--- src/rtl/ps2_pkg.sv ---
// Shared types and constants for the PS/2 key-event path: FSM encoding,
// Set 2 prefix bytes, non-key codes that never become events, event layout.
package ps2_pkg;

    typedef enum logic [2:0] {
        ST_IDLE    = 3'd0,
        ST_EXT     = 3'd1,
        ST_BRK     = 3'd2,
        ST_EXT_BRK = 3'd3,
        ST_PAUSE   = 3'd4
    } state_e;

    localparam logic [7:0] PFX_EXT   = 8'hE0;
    localparam logic [7:0] PFX_BRK   = 8'hF0;
    localparam logic [7:0] PFX_PAUSE = 8'hE1;

    localparam int              SKIP_W    = 3;
    localparam logic [SKIP_W-1:0] PAUSE_LEN = 3'd7;

    // Keyboard status/handshake replies that carry no key information.
    localparam logic [7:0] DROP_ACK    = 8'hFA;
    localparam logic [7:0] DROP_BAT    = 8'hAA;
    localparam logic [7:0] DROP_ECHO   = 8'hEE;
    localparam logic [7:0] DROP_RESEND = 8'hFE;
    localparam logic [7:0] DROP_ERR_LO = 8'h00;
    localparam logic [7:0] DROP_ERR_HI = 8'hFF;

    localparam int EV_W = 10;

    typedef struct packed {
        logic       ext;
        logic       brk;
        logic [7:0] code;
    } ev_t;

    function automatic logic is_drop_code(input logic [7:0] b);
        return (b == DROP_ACK)    || (b == DROP_BAT)    || (b == DROP_ECHO) ||
               (b == DROP_RESEND) || (b == DROP_ERR_LO) || (b == DROP_ERR_HI);
    endfunction

endpackage

--- src/rtl/ps2_event_fifo.sv ---
// Show-ahead synchronous FIFO; head visible the cycle after the first push.
// Push while full is accepted only alongside a pop, otherwise it is refused.
module ps2_event_fifo #(
    parameter int DEPTH = 8,
    parameter int WIDTH = 10
) (
    input  logic             clk,
    input  logic             rst,
    input  logic             push_vld,
    input  logic [WIDTH-1:0] push_dat,
    input  logic             pop_rdy,
    output logic [WIDTH-1:0] head_dat,
    output logic             full,
    output logic             empty
);

    localparam int AW = $clog2(DEPTH);

    logic [AW-1:0]    wr_ptr_q, wr_ptr_d;
    logic [AW-1:0]    rd_ptr_q, rd_ptr_d;
    logic [AW:0]      cnt_q, cnt_d;
    logic [WIDTH-1:0] mem_q [DEPTH];
    logic [WIDTH-1:0] mem_d [DEPTH];
    logic             pop_ok, push_ok;

    assign full     = (cnt_q == (AW+1)'(DEPTH));
    assign empty    = (cnt_q == '0);
    assign pop_ok   = pop_rdy && !empty;
    assign push_ok  = push_vld && (!full || pop_ok);
    assign head_dat = empty ? '0 : mem_q[rd_ptr_q];

    always_comb begin
        mem_d    = mem_q;
        wr_ptr_d = wr_ptr_q;
        rd_ptr_d = rd_ptr_q;
        cnt_d    = cnt_q;
        if (push_ok) begin
            mem_d[wr_ptr_q] = push_dat;
            wr_ptr_d        = wr_ptr_q + AW'(1);
        end
        if (pop_ok) begin
            rd_ptr_d = rd_ptr_q + AW'(1);
        end
        case ({push_ok, pop_ok})
            2'b10:   cnt_d = cnt_q + (AW+1)'(1);
            2'b01:   cnt_d = cnt_q - (AW+1)'(1);
            default: cnt_d = cnt_q;
        endcase
    end

    always_ff @(posedge clk) begin
        if (rst) begin
            wr_ptr_q <= '0;
            rd_ptr_q <= '0;
            cnt_q    <= '0;
        end else begin
            wr_ptr_q <= wr_ptr_d;
            rd_ptr_q <= rd_ptr_d;
            cnt_q    <= cnt_d;
        end
    end

    always_ff @(posedge clk) begin
        mem_q <= mem_d;
    end

endmodule

--- src/rtl/ps2_key_ctrl.sv ---
// Turns Set 2 scan bytes into {ext, brk, code} key events queued in a FIFO.
// One-cycle byte-to-event latency; events are dropped (sticky overflow) when the FIFO is full.
module ps2_key_ctrl
    import ps2_pkg::*;
#(
    parameter int FIFO_DEPTH     = 8,
    parameter int TIMEOUT_CYCLES = 1000000
) (
    input  logic       clk,
    input  logic       rst,
    input  logic       rx_valid,
    input  logic [7:0] rx_data,
    input  logic       rx_err,
    output logic       ev_valid,
    input  logic       ev_ready,
    output logic [7:0] ev_code,
    output logic       ev_ext,
    output logic       ev_break,
    output logic       overflow,
    input  logic       clear_overflow,
    output logic [7:0] rx_errors,
    output logic       busy
);

    localparam int                TMO_W    = (TIMEOUT_CYCLES > 1) ? $clog2(TIMEOUT_CYCLES) : 1;
    localparam logic [TMO_W-1:0]  TMO_LAST = TMO_W'(TIMEOUT_CYCLES - 1);

    state_e            state_q, state_d;
    logic [SKIP_W-1:0] skip_q, skip_d;
    logic [TMO_W-1:0]  tmo_q, tmo_d;
    logic [7:0]        err_cnt_q, err_cnt_d;
    logic              overflow_q, overflow_d;
    logic              byte_vld, err_vld, tmo_hit, pause_done;
    logic              push_vld, pop_vld, fifo_full, fifo_empty;
    ev_t               push_dat, head_dat;

    assign byte_vld   = rx_valid && !rx_err;
    assign err_vld    = rx_valid && rx_err;
    // A byte arriving on the expiry cycle still belongs to the pending sequence.
    assign tmo_hit    = (state_q != ST_IDLE) && !rx_valid && (tmo_q == TMO_LAST);
    assign pause_done = (skip_q <= SKIP_W'(1));
    assign pop_vld    = !fifo_empty && ev_ready;

    always_ff @(posedge clk) begin
        if (rst) begin
            state_q <= ST_IDLE;
        end else begin
            state_q <= state_d;
        end
    end

    always_comb begin
        state_d = state_q;
        if (err_vld || tmo_hit) begin
            state_d = ST_IDLE;
        end else if (byte_vld) begin
            case (state_q)
                ST_IDLE: begin
                    if (rx_data == PFX_EXT)        state_d = ST_EXT;
                    else if (rx_data == PFX_BRK)   state_d = ST_BRK;
                    else if (rx_data == PFX_PAUSE) state_d = ST_PAUSE;
                end
                ST_EXT:   state_d = (rx_data == PFX_BRK) ? ST_EXT_BRK : ST_IDLE;
                ST_PAUSE: state_d = pause_done ? ST_IDLE : ST_PAUSE;
                default:  state_d = ST_IDLE;
            endcase
        end
    end

    always_comb begin
        push_vld = 1'b0;
        push_dat = '0;
        if (byte_vld) begin
            case (state_q)
                ST_IDLE: begin
                    if (rx_data != PFX_EXT && rx_data != PFX_BRK &&
                        rx_data != PFX_PAUSE && !is_drop_code(rx_data)) begin
                        push_vld = 1'b1;
                        push_dat = {1'b0, 1'b0, rx_data};
                    end
                end
                ST_EXT: begin
                    if (rx_data != PFX_BRK) begin
                        push_vld = 1'b1;
                        push_dat = {1'b1, 1'b0, rx_data};
                    end
                end
                ST_BRK: begin
                    push_vld = 1'b1;
                    push_dat = {1'b0, 1'b1, rx_data};
                end
                ST_EXT_BRK: begin
                    push_vld = 1'b1;
                    push_dat = {1'b1, 1'b1, rx_data};
                end
                ST_PAUSE: begin
                    push_vld = pause_done;
                    push_dat = {1'b1, 1'b0, PFX_PAUSE};
                end
                default: ;
            endcase
        end
    end

    always_comb begin
        skip_d = skip_q;
        if (err_vld) begin
            skip_d = '0;
        end else if (byte_vld && state_q == ST_IDLE && rx_data == PFX_PAUSE) begin
            skip_d = PAUSE_LEN;
        end else if (byte_vld && state_q == ST_PAUSE) begin
            skip_d = pause_done ? '0 : skip_q - SKIP_W'(1);
        end

        if (state_q == ST_IDLE || rx_valid || tmo_hit) begin
            tmo_d = '0;
        end else begin
            tmo_d = tmo_q + TMO_W'(1);
        end

        err_cnt_d = err_cnt_q;
        if (err_vld && err_cnt_q != 8'hFF) begin
            err_cnt_d = err_cnt_q + 8'd1;
        end

        if (push_vld && fifo_full && !pop_vld) begin
            overflow_d = 1'b1;
        end else if (clear_overflow) begin
            overflow_d = 1'b0;
        end else begin
            overflow_d = overflow_q;
        end
    end

    always_ff @(posedge clk) begin
        if (rst) begin
            skip_q     <= '0;
            tmo_q      <= '0;
            err_cnt_q  <= '0;
            overflow_q <= 1'b0;
        end else begin
            skip_q     <= skip_d;
            tmo_q      <= tmo_d;
            err_cnt_q  <= err_cnt_d;
            overflow_q <= overflow_d;
        end
    end

    ps2_event_fifo #(
        .DEPTH (FIFO_DEPTH),
        .WIDTH (EV_W)
    ) u_fifo (
        .clk      (clk),
        .rst      (rst),
        .push_vld (push_vld),
        .push_dat (push_dat),
        .pop_rdy  (ev_ready),
        .head_dat (head_dat),
        .full     (fifo_full),
        .empty    (fifo_empty)
    );

    assign ev_valid  = !fifo_empty;
    assign ev_code   = head_dat.code;
    assign ev_ext    = head_dat.ext;
    assign ev_break  = head_dat.brk;
    assign overflow  = overflow_q;
    assign rx_errors = err_cnt_q;
    assign busy      = (state_q != ST_IDLE);

endmodule

--- config.mk ---
export PLATFORM = sky130hd
export DESIGN_NAME = ps2_key_ctrl
export DESIGN_NICKNAME = d
export VERILOG_FILES = /design/src/rtl/ps2_pkg.sv /design/src/rtl/ps2_event_fifo.sv /design/src/rtl/ps2_key_ctrl.sv
export SDC_FILE = /design/constraint.sdc
export NUM_CORES = 1
export LEC_CHECK = 0
export BUFFER_PORTS_ARGS = -buffer_cell sky130_fd_sc_hd__buf_2
export CORE_UTILIZATION = 25
export DETAILED_ROUTE_END_ITERATION = 10
export HOLD_SLACK_MARGIN = 0.02
export PLACE_DENSITY_LB_ADDON = 0.25
export SETUP_SLACK_MARGIN = 0.05
export SLEW_MARGIN = 20
export SYNTH_ARGS = -nofsm -noshare
export SYNTH_HDL_FRONTEND = slang
export SYNTH_SLANG_ARGS = --single-unit
--- constraint.sdc ---
create_clock -name clk -period 8.85 [get_ports clk]
set_clock_uncertainty 0.15 [all_clocks]
set_input_delay 1.77 -clock clk [delete_from_list [all_inputs] [get_ports clk]]
set_output_delay 1.77 -clock clk [all_outputs]
set_load 0.05 [all_outputs]
==> metrics, run 1 <==
setup bufs post-CTS 0; max_slew headroom a little under a third; Cell Area, Synth roughly 5600 um2; GP Congestion 0.8792; status finished clean; Total Power around 0.0017 W; ys async rst share 0%; Clk Latency, worst-skew pair about 410 ps; initial antenna violation count 0; grt met3 use around 3.7%; DIE HEIGHT 151.6 um; WP data required 9040 ps; GRT busiest layer met2; Resized cells post-CTS 0; Syn Inst Count around 440; hold slack 307.9 ps; post-route clock period utilization 56.04%; Root Buffer clkbuf_16; Starting Density between 20% and 30%; IO Port Bufs 34; initial DRC count about 270; power per cell area around 260 nW/um2; core area about 22000 um2; CP Capture Type flip-flop; n_diodes 0; GRT met1 Usage 14.61%; unrepaired setup endpoints after global routing no; WL/cell ~16 um; first-pass GRT wire length between 20 and 25 mm; CTS clk-pin slew, worst paths approximately 60 ps; # H-tree levels 4; WHS Path Cells 2; IO Count 35; adder-cell area share of the yosys netlist 1.789%; leakage power roughly 2.2 nW; mux cell area share after synthesis 10.95%; Crit Path Max Fanout 12; fin. max-slew vios 0; row count 54; CTS buffer count 17; startpoint types input pin; xor and xnor area share after synthesis 4.695%; Worst Tran Pin Value approximately 1000 ps; die width about 150 um; first drt pass iteration count 4; count of cell types in the netlist 56; clk sinks between 100 and 150; critical path class in -> reg; arrival time worst endpoint around 5200 ps; hold_buf cts 0; worst r2r src state_q[2]; register area share after synthesis roughly three fifths; Routed Antenna Nets 0; main combinational cell family by area after synthesis simple AND/OR/NAND/NOR gates; fin nets between 500 and 600; GRT overflow 0; Compound-Gate Fraction of Synth Area 6.304%; main flop type after synthesis edfxtp_1; Avg Cell Area, Syn 12.66 um2; fillers 2234; Max Cap Violations 0; Yosys warnings 0; R2R Setup Slk 5130 ps; total wire length 12.72 mm; Post-synth EDFFs 80; final-report setup violation count 0; Post-Synth Simple-Gate Area 14.40%; maximum clock rate just over 200 MHz; Post-Syn Nets around 460; reg2reg end u_fifo.cnt_q[2]; drt drc 0; Vias/cell around 4.8; vias roughly 3.7k; Tmin final 4960 ps; Tot GR Track Use 11.92%; Hold Crit Class reg -> reg; CTS tree done; Fin Setup TNS 0 ps; r2r worst-path depth 11; min-delay src skip_q[0]; Peak VDD IR about 0.00011 V; met2 usage 19.29%; pin count of the biggest net entering global routing 28; Fin. Hold Viols 0; die area 22990 um2; vias in the first global route between 3k and 4k; Max Root-Sink Buffers 2; DP Wirelength about 8.5 mm; Layout area overhead 19.99%; FF+latch count, synth about 130; ratio of cells with drive above 1 in the final layout between 20% and 30%; hold endpoint skip_q[0]
-- layout make-up --
type	instances	area [um2]	share of cell area, %
inverter	14	52.55	0.7826
multi-input combinational	285	2237	33.31
timing repair buffer	38	200.2	2.981
clock inverter	15	145.1	2.161
tap	280	350.3	5.217
clock buffer	17	425.4	6.335
sequential	125	3304	49.21
-- metrics by stage --
stage / utilization, % / instances / cell area, um2 / worst slack (ps)
floorplan: - / 442 / 5597 / 4255
global placement: 28.04 / 742 / 6137 / 3597
detailed placement: 28.04 / 742 / 6138 / 3513
CTS: 30.65 / 774 / 6709 / 3922
global route: 30.68 / 774 / 6715 / 3724
finish: 30.68 / 774 / 6715 / 3890
-- cells in the mapped netlist, types with 2 or more instances --
library cell / instances / area [um2]
inv_1: 13 / 48.80
a21o_1: 3 / 22.52
nand2b_1: 6 / 37.54
nor4b_1: 5 / 43.79
buf_2: 2 / 10.01
o211ai_1: 4 / 30.03
or3_1: 2 / 12.51
xor2_1: 15 / 131.4
buf_6: 2 / 22.52
nor2_1: 64 / 240.2
nand4_1: 7 / 43.79
a211oi_1: 3 / 22.52
nand2_1: 14 / 52.55
nand3_1: 14 / 70.07
and4_1: 3 / 26.28
a21oi_1: 18 / 90.09
nor3_1: 12 / 60.06
o21ai_0: 13 / 65.06
xnor2_1: 15 / 131.4
mux2i_1: 14 / 140.1
nor4_1: 8 / 50.05
mux2_2: 2 / 22.52
o21bai_1: 2 / 15.01
clkbuf_1: 11 / 41.29
or4_1: 2 / 15.01
nand3b_1: 2 / 15.01
edfxtp_1: 80 / 2402
dfxtp_1: 45 / 900.9
and3_1: 5 / 31.28
a31oi_1: 2 / 12.51
ha_1: 8 / 100.1
mux4_2: 20 / 450.4
and2_1: 3 / 18.77
-- registers in the layout, summed over array words and instances (netlist names) --
name             count
state_q              3
tmo_q               20
skip_q               3
u_fifo.mem_q        80
rx_errors            8
u_fifo.cnt_q         4
overflow             1
u_fifo.wr_ptr_q      3
u_fifo.rd_ptr_q      3
-- routing by layer --
metal	vias to the layer above	wire, um
met3	21	729
met5	-	0
met4	0	205
met1	1835	5622
li1	1737	-
met2	107	6158
-- worst max-delay path by stage --
stage	start	to	slack (ps)	cells past startpoint
3_5_place_dp	rx_data[0]	u_fifo.cnt_q[2]	3510	12
4_1_cts	rx_data[0]	u_fifo.cnt_q[2]	3920	12
6_report	rx_data[0]	u_fifo.cnt_q[2]	3890	12
5_1_grt	rx_data[0]	u_fifo.cnt_q[2]	3720	12
3_3_place_gp	rx_data[0]	u_fifo.cnt_q[2]	3600	12
2_1_floorplan	rx_valid	u_fifo.mem_q[40]	4250	7
-- kinds of logic (layout without fill, tap and decap cells) --
group,count (synthesis),in the layout
multiplexers,36,36
AND/OR/NAND/NOR,156,156
flip-flops,125,125
XOR/XNOR,30,30
AO/OA/AOI/OAI,55,55
buffers and inverters,32,84
adder cells (fa/ha/maj),8,8
-- cell usage in the layout (no fill, tap or decap), types with 5 or more instances in the layout --
| cell type | count |
|---|---|
| inv_1 | 13 |
| inv_6 | 7 |
| mux2i_1 | 14 |
| mux4_2 | 20 |
| clkbuf_16 | 17 |
| dfxtp_1 | 44 |
| edfxtp_1 | 80 |
| nand4_1 | 7 |
| nor3_1 | 12 |
| nor2_1 | 64 |
| and3_1 | 5 |
| xnor2_1 | 15 |
| nand2b_1 | 6 |
| a21oi_1 | 18 |
| buf_2 | 34 |
| xor2_1 | 15 |
| nand3_1 | 14 |
| nand2_1 | 14 |
| o21ai_0 | 13 |
| ha_1 | 8 |
-- power breakdown --
group / internal (W) / switching, W / total [W]
combinational: 0.000126 / 0.000268 / 0.000394
sequential: 0.000636 / 0.0000268 / 0.000663
clock: 0.000372 / 0.000291 / 0.000663
-- critical path, stage by stage --
cell	delay, ps
buf_2	130
or4_4	570
o311ai_2	270
a31oi_1	180
o21ai_2	780
ha_1	410
xor2_1	180
ha_1	160
a21oi_1	50
xor2_1	180
or3_1	310
a21oi_1	150
No activity file was read; power rests on OpenSTA's default activity.
==> run 2: changes to the inputs <==
==> constraint.sdc (replaced) <==
create_clock -name clk -period 4.3 [get_ports clk]
set_clock_uncertainty 0.15 [all_clocks]
set_input_delay 0.86 -clock clk [delete_from_list [all_inputs] [get_ports clk]]
set_output_delay 0.86 -clock clk [all_outputs]
set_load 0.05 [all_outputs]
==> run 2 against run 1 <==
Clock-buffer cell count unchanged. Largest power group unchanged. Non-clock buffer count increased by 9. Highest routed layer unchanged. Cell area increased by 0.35%. First-iteration DRC count decreased by 12%.
==> metrics, run 2 (synthesis gave the netlist of run 1 again) <==
status finished clean; Vias/cell around 4.7; hold_buf cts 0; CTS clk-pin slew, worst paths 60 ps; Resized cells post-CTS 0; IO Count 35; Peak VDD IR between 0.0002 and 0.0003 V; Starting Density between 20% and 30%; power per cell area approximately 520 nW/um2; startpoint types input pin; ratio of cells with drive above 1 in the final layout a little under a quarter; Max Cap Violations 0; end point of the critical path u_fifo.cnt_q[2]; pin count of the biggest net entering global routing 28; final-report setup violation count 0; vias in the first global route between 3k and 4k; cells along the critical path buf_2, or4_4, o311ai_2, a31oi_1, o21ai_2, ha_1, xor2_1, ha_1, a21oi_1, xor2_1, or3_1, a21oi_1; critical path class in -> reg; first-pass GRT wire length roughly 20 mm; # H-tree levels 4; die area between 20000 and 25000 um2; core area ~22000 um2; Fin. Hold Viols 0; commonest non-fill, non-tap cell in the layout edfxtp_1; row count between 50 and 60; CTS tree done; r2r worst-path depth 11; Crit path largest cell delay ~570 ps; fin nets between 500 and 600; clk sinks 125; post-route clock period utilization between 80% and 90%; drt drc 0; Final Util between 30 and 40%; Crit Path Max Fanout 7; Setup crit start rx_data[0]; Layout area overhead 20.41%; commonest non-fill, non-tap cells in the layout edfxtp_1, nor2_1, dfxtp_1, buf_2, mux4_2; worst r2r src state_q[2]; GP Congestion around 0.80; die width 151.6 um; arrival time worst endpoint ~3800 ps; DP Wirelength approximately 8.6 mm; IO Port Bufs 34; first drt pass iteration count 4; Hold Crit Class reg -> reg; DIE HEIGHT ~150 um; hold slack 305.3 ps; GRT overflow 0; Tot GR Track Use around an eighth; max_slew headroom a little over two fifths; setup bufs post-CTS 0; Routed Antenna Nets 0; Fin Setup TNS 0 ps; R2R Setup Slk 1100 ps; n_diodes 0; Tmin final ~3600 ps; Max Root-Sink Buffers 2; CTS buffer count 17; initial DRC count 233; vias 3657; Worst Tran Pin Value between 800 and 900 ps; Root Buffer clkbuf_16; total wire length 12.51 mm; initial antenna violation count 0; slowest CP cell or4_4; WL/cell 15.98 um; fillers roughly 2.2k; unrepaired setup endpoints after global routing no; fin. max-slew vios 0; leakage power about 2.2 nW; CP Capture Type flip-flop; reg2reg end u_fifo.cnt_q[2]; WP data required ~4500 ps; Largest Register u_fifo.mem_q; maximum clock rate ~280 MHz; max FFs per register 80; Clk Latency, worst-skew pair about 410 ps
[run 2: cell count changes in the layout (fill, tap and decap cells not counted), sizes merged]
cell	change
buf	+9
clkinvlp	+3
clkinv	-3
[run 2: how the worst min path moves through the flow]
stage,startpoint,endpoint,slack [ps],depth (start not counted)
6_report,tmo_q[0],tmo_q[0],310,1
5_1_grt,tmo_q[0],tmo_q[0],320,1
4_1_cts,skip_q[0],skip_q[0],310,2
3_5_place_dp,tmo_q[0],tmo_q[0],290,1
3_3_place_gp,tmo_q[0],tmo_q[0],290,1
2_1_floorplan,tmo_q[0],tmo_q[0],280,1
[run 2: power breakdown]
part	leakage, nW	internal (W)	switching, W
Clock	0.256	0.000754	0.000585
Combinational	0.853	0.000263	0.000555
Sequential	1.11	0.00131	0.0000484
[run 2: final cells by class]
cell class              instances  area [um2]  area share [%]
clock buffers                  17       425.4           6.313
clock inverters                15       125.1           1.857
inverters                      14       52.55          0.7798
multi-input cells             285        2215           32.86
flip-flops and latches        125        3303           49.02
well taps                     280       350.3           5.199
repair buffers                 47       267.8           3.973
[run 2: metrics by stage]
step / cell area [um2] / setup slack, ps / power (W) / std cells
CTS: 6729 / 796.7 / 0.003567 / 783
global placement: 6178 / 402.6 / 0.002206 / 751
floorplan: 5597 / 614.6 / 0.001988 / 442
finish: 6739 / 736.4 / 0.003513 / 783
global route: 6739 / 592.4 / 0.003681 / 783
detailed placement: 6178 / 365.8 / 0.002212 / 751
[run 2: layer usage]
layer | share of wire [%] | track usage, % | routed length, um
met1 | 47 | 15.28 | 5895
met2 | 46 | 18.54 | 5780
met3 | 5.6 | 3.473 | 696
met4 | 1.1 | 4.505 | 141
met5 | 0 | 0 | 0
[run 2: worst max-delay path: cells and delay by family]
kind | cells | cell delay, ps
adder cells (fa/ha/maj) | 2 | 500
XOR/XNOR | 2 | 330
AND/OR/NAND/NOR | 2 | 870
buffers and inverters | 1 | 140
AO/OA/AOI/OAI | 5 | 1060
==> run 3: changes to the inputs <==
==> constraint.sdc (replaced) <==
create_clock -name clk -period 3.4 [get_ports clk]
set_clock_uncertainty 0.15 [all_clocks]
set_input_delay 0.68 -clock clk [delete_from_list [all_inputs] [get_ports clk]]
set_output_delay 0.68 -clock clk [all_outputs]
set_load 0.05 [all_outputs]
==> run 3 against run 2 <==
First-iteration DRC count down 8.6%. Utilization up 0.67 points. Sequential cell count unchanged. Die area unchanged. Non-clock buffer count up 14. Cell area up 2.2%. Critical path type unchanged. Largest power group is now clock.
==> metrics, run 3 (synthesis gave the netlist of run 1 again) <==
status finished clean; ratio of cells with drive above 1 in the final layout between 20% and 30%; Crit path largest cell delay approximately 550 ps; fin. max-slew vios 0; WL/cell 16.26 um; die area ~23000 um2; CTS tree done; Tot GR Track Use roughly an eighth; Net Sw Power 0.001559 W; clock share of power 39.5%; max FFs per register 80; Hold Crit Class reg -> reg; Max Root-Sink Buffers 2; P_int between 0.003 and 0.004 W; Clk Latency, worst-skew pair 430 ps; unrepaired setup endpoints after global routing no; row count between 50 and 60; setup bufs post-CTS 0; IO Count 35; Worst Tran Pin Value ~1000 ps; Vias/cell approximately 4.7; CTS clk-pin slew, worst paths 60 ps; IO Port Bufs 34; most frequent CP cell a21oi_1; Largest Register u_fifo.mem_q; DIE HEIGHT around 150 um; clk sinks approximately 130; # H-tree levels 4; core area between 20000 and 25000 um2; Total Power 0.004611 W; Peak VDD IR between 0.0003 and 0.0004 V; Routed Antenna Nets 0; startpoint types input pin; initial DRC count roughly 210; Layout area overhead 23.05%; fillers 2237; pin count of the biggest net entering global routing 28; post-route clock period utilization around nine tenths; Sequential Area roughly 3300 um2; cells along the critical path buf_2, or4_4, o311ai_2, a31oi_1, o21ai_2, buf_4, ha_1, a21oi_1, xor2_1, or3_1, a21oi_1; critical path class in -> reg; total wire length about 13 mm; GRT overflow 0; first drt pass iteration count 4; max_slew headroom 32.39%; hold slack slightly above 300 ps; CTS buffer count 17; maximum clock rate between 300 and 400 MHz; slowest CP cell or4_4; drt drc 0; arrival time worst endpoint about 3200 ps; GP Congestion around 0.85; share of power burned in registers 37.3%; sw frac roughly a third; Starting Density 25.57%; CP Capture Type flip-flop; Crit Path Max Fanout 11; vias in the first global route 3744; Root Buffer clkbuf_16; WP data required about 3600 ps; leakage power ~2.3 nW; first-pass GRT wire length 20.58 mm; fin nets approximately 530; vias 3711; Max Cap Violations 0; combinational power share a little under a quarter; final-report setup violation count 0; die width roughly 150 um; DP Wirelength between 9 and 10 mm; Fin. Hold Viols 0; commonest non-fill, non-tap cell in the layout edfxtp_1; power per cell area ~670 nW/um2; commonest non-fill, non-tap cells in the layout edfxtp_1, nor2_1, dfxtp_1, buf_2, buf_4; Multi-input gate area 2196 um2; initial antenna violation count 1; Tmin final 3038 ps
-- run 3: cell count changes in the layout (fill, tap and decap cells not counted), moves of 2 or more --
| cell | delta |
|---|---|
| buf_4 | +13 |
| clkinv_4 | +3 |
| clkinvlp_4 | -3 |
| inv_6 | -4 |
| inv_8 | +3 |
| nor3_1 | +2 |
| nor3_2 | -2 |
-- run 3: worst paths after layout --
path                            cells after the start        from               to  slack, ps
worst max-delay path                               11  rx_data[1]  u_fifo.cnt_q[2]        360
worst min register to register                      1    tmo_q[0]         tmo_q[0]        310
worst max register to register                     11  state_q[2]  u_fifo.cnt_q[2]        480
worst min-delay path                                1    tmo_q[0]         tmo_q[0]        310
-- run 3: final cells by class --
| type | instances | share of cell area, % |
|---|---|---|
| flip-flops and latches | 125 | 47.98 |
| multi-input cells | 285 | 31.89 |
| clock buffers | 17 | 6.177 |
| repair buffers | 61 | 5.596 |
| well taps | 280 | 5.087 |
| clock inverters | 15 | 2.471 |
| inverters | 14 | 0.7631 |
| diodes | 1 | 0.03634 |
-- run 3: per-layer routing --
metal	GRT usage, %	vias to the layer above	wire [um]
met2	19.27	73	6027
met4	4.554	0	176
met3	3.293	12	522
li1	-	1792	-
met5	0	-	0
met1	16.04	1834	6250
-- run 3: power groups by stage --
stage / clock, W / sequential [W] / combinational, W
final: 0.00182 / 0.00172 / 0.00107
after global routing: 0.00193 / 0.00173 / 0.00115
after CTS: 0.00187 / 0.00172 / 0.00110
after detailed placement: 0 / 0.00175 / 0.00109
after global placement: 0 / 0.00175 / 0.00109
after floorplan: 0 / 0.00172 / 0.000794
-- run 3: repair_timing --
item,in CTS,in global routing
hold buffers,0,0
endpoints found under the setup margin,0,1
gates resized for setup,0,1
-- run 3: worst max-delay path, delay by kind of cell --
kind	cells	cell delay, ps
compound gates	5	890
buf+inv	2	370
xor+xnor	1	160
simple gates	2	870
fa+ha+maj	1	250
-- run 3: per-stage QoR --
stage	setup TNS [ps]	cells	instance area (um2)	utilization [%]	setup slack (ps)
global placement	-11.40	765	6287	28.72	-11.40
CTS	0	797	6883	31.44	146.4
detailed placement	-34.43	765	6287	28.72	-34.43
finish	0	798	6887	31.46	361.6
global route	0	797	6884	31.45	204.3
floorplan	-2109	442	5597	-	-105.4
